===== src/rtl/coproc_result_queue.sv =====
// ---------------------------------------------------------------------------
// coproc_result_queue
//
// In-order result queue between a coprocessor execution stage and the core.
// Results are pushed with their instruction id. They leave the head only once
// the core has committed (emit to the core) or killed (silently dropped) that
// id. Commit/kill status lives in a per-id table, so a commit may arrive
// before, together with or after the push of its result.
//
// Ports
//   clk_i           clock, rising edge
//   rst_ni          asynchronous reset, active low
//   ex_valid_i      execution stage offers a result
//   ex_ready_o      queue can take the offered result (not full)
//   ex_id_i         instruction id of the offered result
//   ex_rd_i         destination register address
//   ex_data_i       result data
//   ex_we_i         register-file write enable
//   commit_valid_i  commit/kill strobe from the core
//   commit_id_i     id being committed or killed
//   commit_kill_i   1 = kill, 0 = commit
//   result_valid_o  head result offered to the core
//   result_ready_i  core accepts the head result
//   result_id_o     head id
//   result_rd_o     head destination register
//   result_data_o   head data
//   result_we_o     head write enable
//   count_o         occupied entries
//   full_o          count_o == DEPTH
//   empty_o         count_o == 0
//
// Head state (derived each cycle from the status table):
//   state      | meaning
//   HEAD_EMPTY | no entry queued, outputs zero
//   HEAD_WAIT  | head id not yet committed, hold
//   HEAD_EMIT  | head id committed, offer to core, pop on ready
//   HEAD_DROP  | head id killed, pop this cycle without offering
// ---------------------------------------------------------------------------
module coproc_result_queue #(
    parameter int XLEN     = 32,
    parameter int DEPTH    = 4,
    parameter int ID_WIDTH = 4
) (
    input  logic                       clk_i,
    input  logic                       rst_ni,
    input  logic                       ex_valid_i,
    output logic                       ex_ready_o,
    input  logic [ID_WIDTH-1:0]        ex_id_i,
    input  logic [4:0]                 ex_rd_i,
    input  logic [XLEN-1:0]            ex_data_i,
    input  logic                       ex_we_i,
    input  logic                       commit_valid_i,
    input  logic [ID_WIDTH-1:0]        commit_id_i,
    input  logic                       commit_kill_i,
    output logic                       result_valid_o,
    input  logic                       result_ready_i,
    output logic [ID_WIDTH-1:0]        result_id_o,
    output logic [4:0]                 result_rd_o,
    output logic [XLEN-1:0]            result_data_o,
    output logic                       result_we_o,
    output logic [$clog2(DEPTH+1)-1:0] count_o,
    output logic                       full_o,
    output logic                       empty_o
);

    localparam int PTR_W   = $clog2(DEPTH);
    localparam int CNT_W   = $clog2(DEPTH + 1);
    localparam int NUM_IDS = 1 << ID_WIDTH;

    localparam logic [PTR_W-1:0] PTR_ONE  = PTR_W'(1);
    localparam logic [CNT_W-1:0] CNT_ONE  = CNT_W'(1);
    localparam logic [CNT_W-1:0] CNT_FULL = CNT_W'(DEPTH);

    localparam logic [1:0] HEAD_EMPTY = 2'd0;
    localparam logic [1:0] HEAD_WAIT  = 2'd1;
    localparam logic [1:0] HEAD_EMIT  = 2'd2;
    localparam logic [1:0] HEAD_DROP  = 2'd3;

    logic [ID_WIDTH-1:0] id_mem   [DEPTH];
    logic [4:0]          rd_mem   [DEPTH];
    logic [XLEN-1:0]     data_mem [DEPTH];
    logic                we_mem   [DEPTH];

    logic [PTR_W-1:0]    wr_ptr;
    logic [PTR_W-1:0]    rd_ptr;
    logic [CNT_W-1:0]    count;

    logic [NUM_IDS-1:0]  committed;
    logic [NUM_IDS-1:0]  killed;

    logic                full;
    logic                empty;
    logic                push;
    logic                pop;
    logic [ID_WIDTH-1:0] head_id;
    logic [1:0]          head_state;

    assign full    = (count == CNT_FULL);
    assign empty   = (count == '0);
    assign head_id = id_mem[rd_ptr];

    // Ready depends only on the registered count: a full queue never takes a
    // push, even when the head leaves in the same cycle.
    assign push = ex_valid_i && !full;

    always_comb begin
        head_state = HEAD_EMPTY;
        if (!empty) begin
            if (!committed[head_id]) begin
                head_state = HEAD_WAIT;
            end else if (killed[head_id]) begin
                head_state = HEAD_DROP;
            end else begin
                head_state = HEAD_EMIT;
            end
        end
    end

    assign pop = (head_state == HEAD_DROP) ||
                 ((head_state == HEAD_EMIT) && result_ready_i);

    // Payload storage carries no reset; empty gating keeps stale data off
    // the outputs.
    always_ff @(posedge clk_i) begin
        if (push) begin
            id_mem[wr_ptr]   <= ex_id_i;
            rd_mem[wr_ptr]   <= ex_rd_i;
            data_mem[wr_ptr] <= ex_data_i;
            we_mem[wr_ptr]   <= ex_we_i;
        end
    end

    // Pointers wrap naturally because DEPTH is a power of two.
    always_ff @(posedge clk_i or negedge rst_ni) begin
        if (!rst_ni) begin
            wr_ptr <= '0;
            rd_ptr <= '0;
            count  <= '0;
        end else begin
            if (push) begin
                wr_ptr <= wr_ptr + PTR_ONE;
            end
            if (pop) begin
                rd_ptr <= rd_ptr + PTR_ONE;
            end
            case ({push, pop})
                2'b10:   count <= count + CNT_ONE;
                2'b01:   count <= count - CNT_ONE;
                default: count <= count;
            endcase
        end
    end

    // A new commit for an id wins over the clear caused by the head leaving,
    // so the next use of that id keeps its early commit.
    always_ff @(posedge clk_i or negedge rst_ni) begin
        if (!rst_ni) begin
            committed <= '0;
            killed    <= '0;
        end else begin
            for (int i = 0; i < NUM_IDS; i++) begin
                if (commit_valid_i && (commit_id_i == ID_WIDTH'(i))) begin
                    committed[i] <= 1'b1;
                    killed[i]    <= commit_kill_i;
                end else if (pop && (head_id == ID_WIDTH'(i))) begin
                    committed[i] <= 1'b0;
                    killed[i]    <= 1'b0;
                end
            end
        end
    end

    assign ex_ready_o     = !full;
    assign full_o         = full;
    assign empty_o        = empty;
    assign count_o        = count;
    assign result_valid_o = (head_state == HEAD_EMIT);
    assign result_id_o    = empty ? '0 : head_id;
    assign result_rd_o    = empty ? '0 : rd_mem[rd_ptr];
    assign result_data_o  = empty ? '0 : data_mem[rd_ptr];
    assign result_we_o    = empty ? 1'b0 : we_mem[rd_ptr];

endmodule


===== config.mk =====
export PLATFORM = sky130hd
export DESIGN_NAME = coproc_result_queue
export DESIGN_NICKNAME = d
export VERILOG_FILES = /design/src/rtl/coproc_result_queue.sv
export SDC_FILE = /design/constraint.sdc
export NUM_CORES = 1
export LEC_CHECK = 0
export CORE_MARGIN = 4
export CORE_UTILIZATION = 50
export CTS_CLUSTER_SIZE = 14
export DETAILED_ROUTE_END_ITERATION = 8
export GPL_ROUTABILITY_DRIVEN = 0
export PLACE_DENSITY_LB_ADDON = 0.1
export SKIP_LAST_GASP = 1
export SYNTH_ARGS = -nofsm -noshare
export SYNTH_HDL_FRONTEND = slang
export SYNTH_SLANG_ARGS = --single-unit

===== constraint.sdc =====
create_clock -name clk_i -period 3.15 [get_ports clk_i]
set_clock_uncertainty 0.1 [all_clocks]
set_input_delay 0.4725 -clock clk_i [delete_from_list [all_inputs] [get_ports clk_i]]
set_output_delay 0.4725 -clock clk_i [all_outputs]
set_load 0.01 [all_outputs]

==> metrics.md <==
| Metric | Value |
|---|---|
| Antenna diodes | `0` |
| Core area | `16,600 µm²` |
| Status | `finished, violations left` |
| Worst r2r path cells | `13` |
| Nets | `roughly 690` |
| Vias in the first global route | `roughly 5.3k` |
| TritonCTS clock tree | `built` |
| Clock buffer depth | `3` |
| Leakage | `between 3 and 4 nW` |
| Crit path time final | `3.26 ns` |
| I/O pin total | `just over 100` |
| Clock-pin slew on the worst setup and hold paths | `~0.06 ns` |
| TritonCTS Buffers | `22` |
| Critical Path Source | `rd_ptr[0]` |
| Congestion Overflow GR | `0` |
| CTS Sinks | `207` |
| Largest net degree at the start of global routing | `43` |
| Tightest Pin Transition | `~0.90 ns` |
| Post-Route WL | `approximately 18 mm` |
| Chip Width | `~140 µm` |
| Sequential share of the synthesized area | `70.5%` |
| Synth-to-Final Area Change | `28.5%` |
| Final Hold Vio Count | `0` |
| DRT iter0 DRCs | `around 250` |
| Asr flop ratio synth | `between 10% and 20%` |
| GRT Total Usage | `18.8%` |
| Drt wl/cell | `20.7 µm` |
| Synth cell types | `43` |
| Violated checks | `setup timing` |
| Antenna viol nets, final | `0` |
| Worst Hold Class | `in -> async` |
| Hold slack final | `0.00254 ns` |
| Post-layout worst setup margin | `-0.114 ns` |
| Syn Nets | `545` |
| First-pass GRT wire length | `28.8 mm` |
| Clk_lat worst skew | `roughly 0.50 ns` |
| Post-synth EDFFs | `168` |
| Hold_buf cts | `0` |
| Finish-stage setup viols | `2` |
| Post-synthesis cell count | `about 490` |
| CP Data Required Time | `between 2 and 3 ns` |
| Commonest non-fill, non-tap cells in the layout | `168 x edfxtp_1, 96 x clkdlybuf4s50_1, 52 x nor2b_1` |
| Initial antenna violation count | `0` |
| Max Freq | `between 0.3 and 0.4 GHz` |
| Final Max Tran Viols | `0` |
| Final core utilization | `approximately 66%` |
| Vias per Instance | `around 5.5` |
| Drc violations | `0` |
| RR Startpoint | `rd_ptr[0]` |
| Ys flop type | `edfxtp_1` |
| Tot Pwr | `0.0117 W` |
| Share of layout cells above drive strength 1 | `between 20% and 30%` |
| Root buf cell | `clkbuf_16` |
| Final Cycle Share | `104%` |
| Initial Util | `approximately half` |
| CP max FO | `6` |
| Power Density | `between 1000 and 1500 nW/µm²` |
| Maximum VDD drop | `0.000664 V` |
| Nature of the critical path startpoint | `flop` |
| Synth warn | `0` |
| H-tree levels | `1` |
| Most common cell after layout, fill and taps aside | `edfxtp_1` |
| Type of the worst setup path | `reg -> out` |
| RSZ-0062 raised after global routing | `yes` |
| Cell Area, Synth | `8540 µm²` |
| Vias | `about 4.7k` |
| Area of the die | `19,200 µm²` |
| Max-Cap Viols | `0` |
| First-pass DRT Iterations | `4` |
| Yosys reg bits | `just over 200` |
| Dpl hpwl | `about 11 mm` |
| Die height | `approximately 140 µm` |
| Data arrival, critical path | `between 2 and 3 ns` |
| Worst setup EP type | `output pin` |
| I/O Buffers | `100` |
| Post-Syn Area per Cell | `around 18 µm²` |
| Rel. slew slack | `between 40 and 50%` |
| Row Count | `between 40 and 50` |
cells in the mapped netlist, types with 2 or more instances:
master      n  share of area (%)
o21ai_1     9               0.53
nor2b_1    52                3.8
nand3b_1    5               0.44
xnor2_1     3               0.31
dfrtp_1    39                 11
a22o_1      9               0.92
o22ai_1     8               0.59
mux4_2     42                 11
nand3_1     4               0.23
nor2_1     16               0.70
xor2_1      3               0.31
nor3_1      6               0.35
o21ai_0     9               0.53
mux2_2      2               0.26
buf_2       2               0.12
a21o_1      9               0.79
nand2b_1    8               0.59
edfxtp_1  168                 59
ha_1        5               0.73
clkbuf_1   11               0.48
buf_6       4               0.53
nand2_1    18               0.79
and3_1      5               0.37
buf_1       4               0.18
o22ai_2     2               0.29
inv_1      12               0.53
mux2i_1    16                1.9
per-stage QoR:
step                setup TNS (ns)  std cells  worst slack, ns  instance area, µm²
global route                -0.590        867           -0.273               11000
floorplan                        0        487           0.0290                8550
CTS                         -0.176        863           -0.114               10900
detailed placement         -0.0336        814          -0.0336               10000
finish                      -0.198        867           -0.114               11000
global placement                 0        814           0.0367               10000
critical path, stage by stage (launching register included):
cell and delay, ns:
dfrtp_4 0.44, mux4_2 0.64, buf_12 0.21, mux2i_2 0.20, o22ai_2 0.12, nor2_1 0.10, mux2i_1 0.09, buf_4 0.14
nor2_2 0.10, buf_2 0.15
final cells by class:
cell class | instances | area (µm²)
clock buffers | 27 | 569
fillers | 1162 | 5670
multi-input cells | 248 | 2480
clock inverters | 13 | 146
repair buffers | 140 | 1430
inverters | 12 | 45.0
well taps | 220 | 275
flip-flops and latches | 207 | 6030
registers in the layout, indices dropped and copies added, names as in the netlist:
name / cells
data_mem: 128
rd_mem: 20
committed: 16
id_mem: 16
killed: 16
we_mem: 4
count_o: 3
rd_ptr: 2
wr_ptr: 2
metal layers:
layer	wire (µm)	global-route usage [%]	share of wire, %
met5	0	0	0
met4	562	5.66	3.1
met3	993	5.00	5.5
met2	9150	32.7	51
met1	7210	23.1	40
power breakdown:
group | internal, W | leakage [nW] | total (W) | switching, W
Clock | 0.00153 | 0.352 | 0.00255 | 0.00101
Sequential | 0.00370 | 2.01 | 0.00400 | 0.000301
Combinational | 0.00279 | 1.61 | 0.00514 | 0.00235
Total | 0.00802 | 3.97 | 0.0117 | 0.00367
repair_timing:
item | 4_1_cts | 5_1_grt
pin swaps | 4 | 3
buffers inserted | 6 | 4
gates resized for setup | 21 | 11
gates cloned | 3 | 0
endpoints found under the setup margin | 20 | 38
worst paths after layout:
path / endpoint / slack (ns)
setup / recovery: result_valid_o / -0.11
hold / removal: committed[12] / 0.003
setup reg to reg: count_o[2] / -0.08
hold reg to reg: committed[4] / 0.39
max in group asynchronous: rd_ptr[0] / 2.30
min in group clk_i: committed[4] / 0.39
logic make-up after synthesis:
family          synth area share [%]
simple gates                    8.47
buf+inv                         1.83
flops                           70.5
fa+ha+maj                      0.967
xor+xnor                       0.615
mux                             13.2
compound gates                  4.42
No activity file was read; power rests on OpenSTA's default activity.
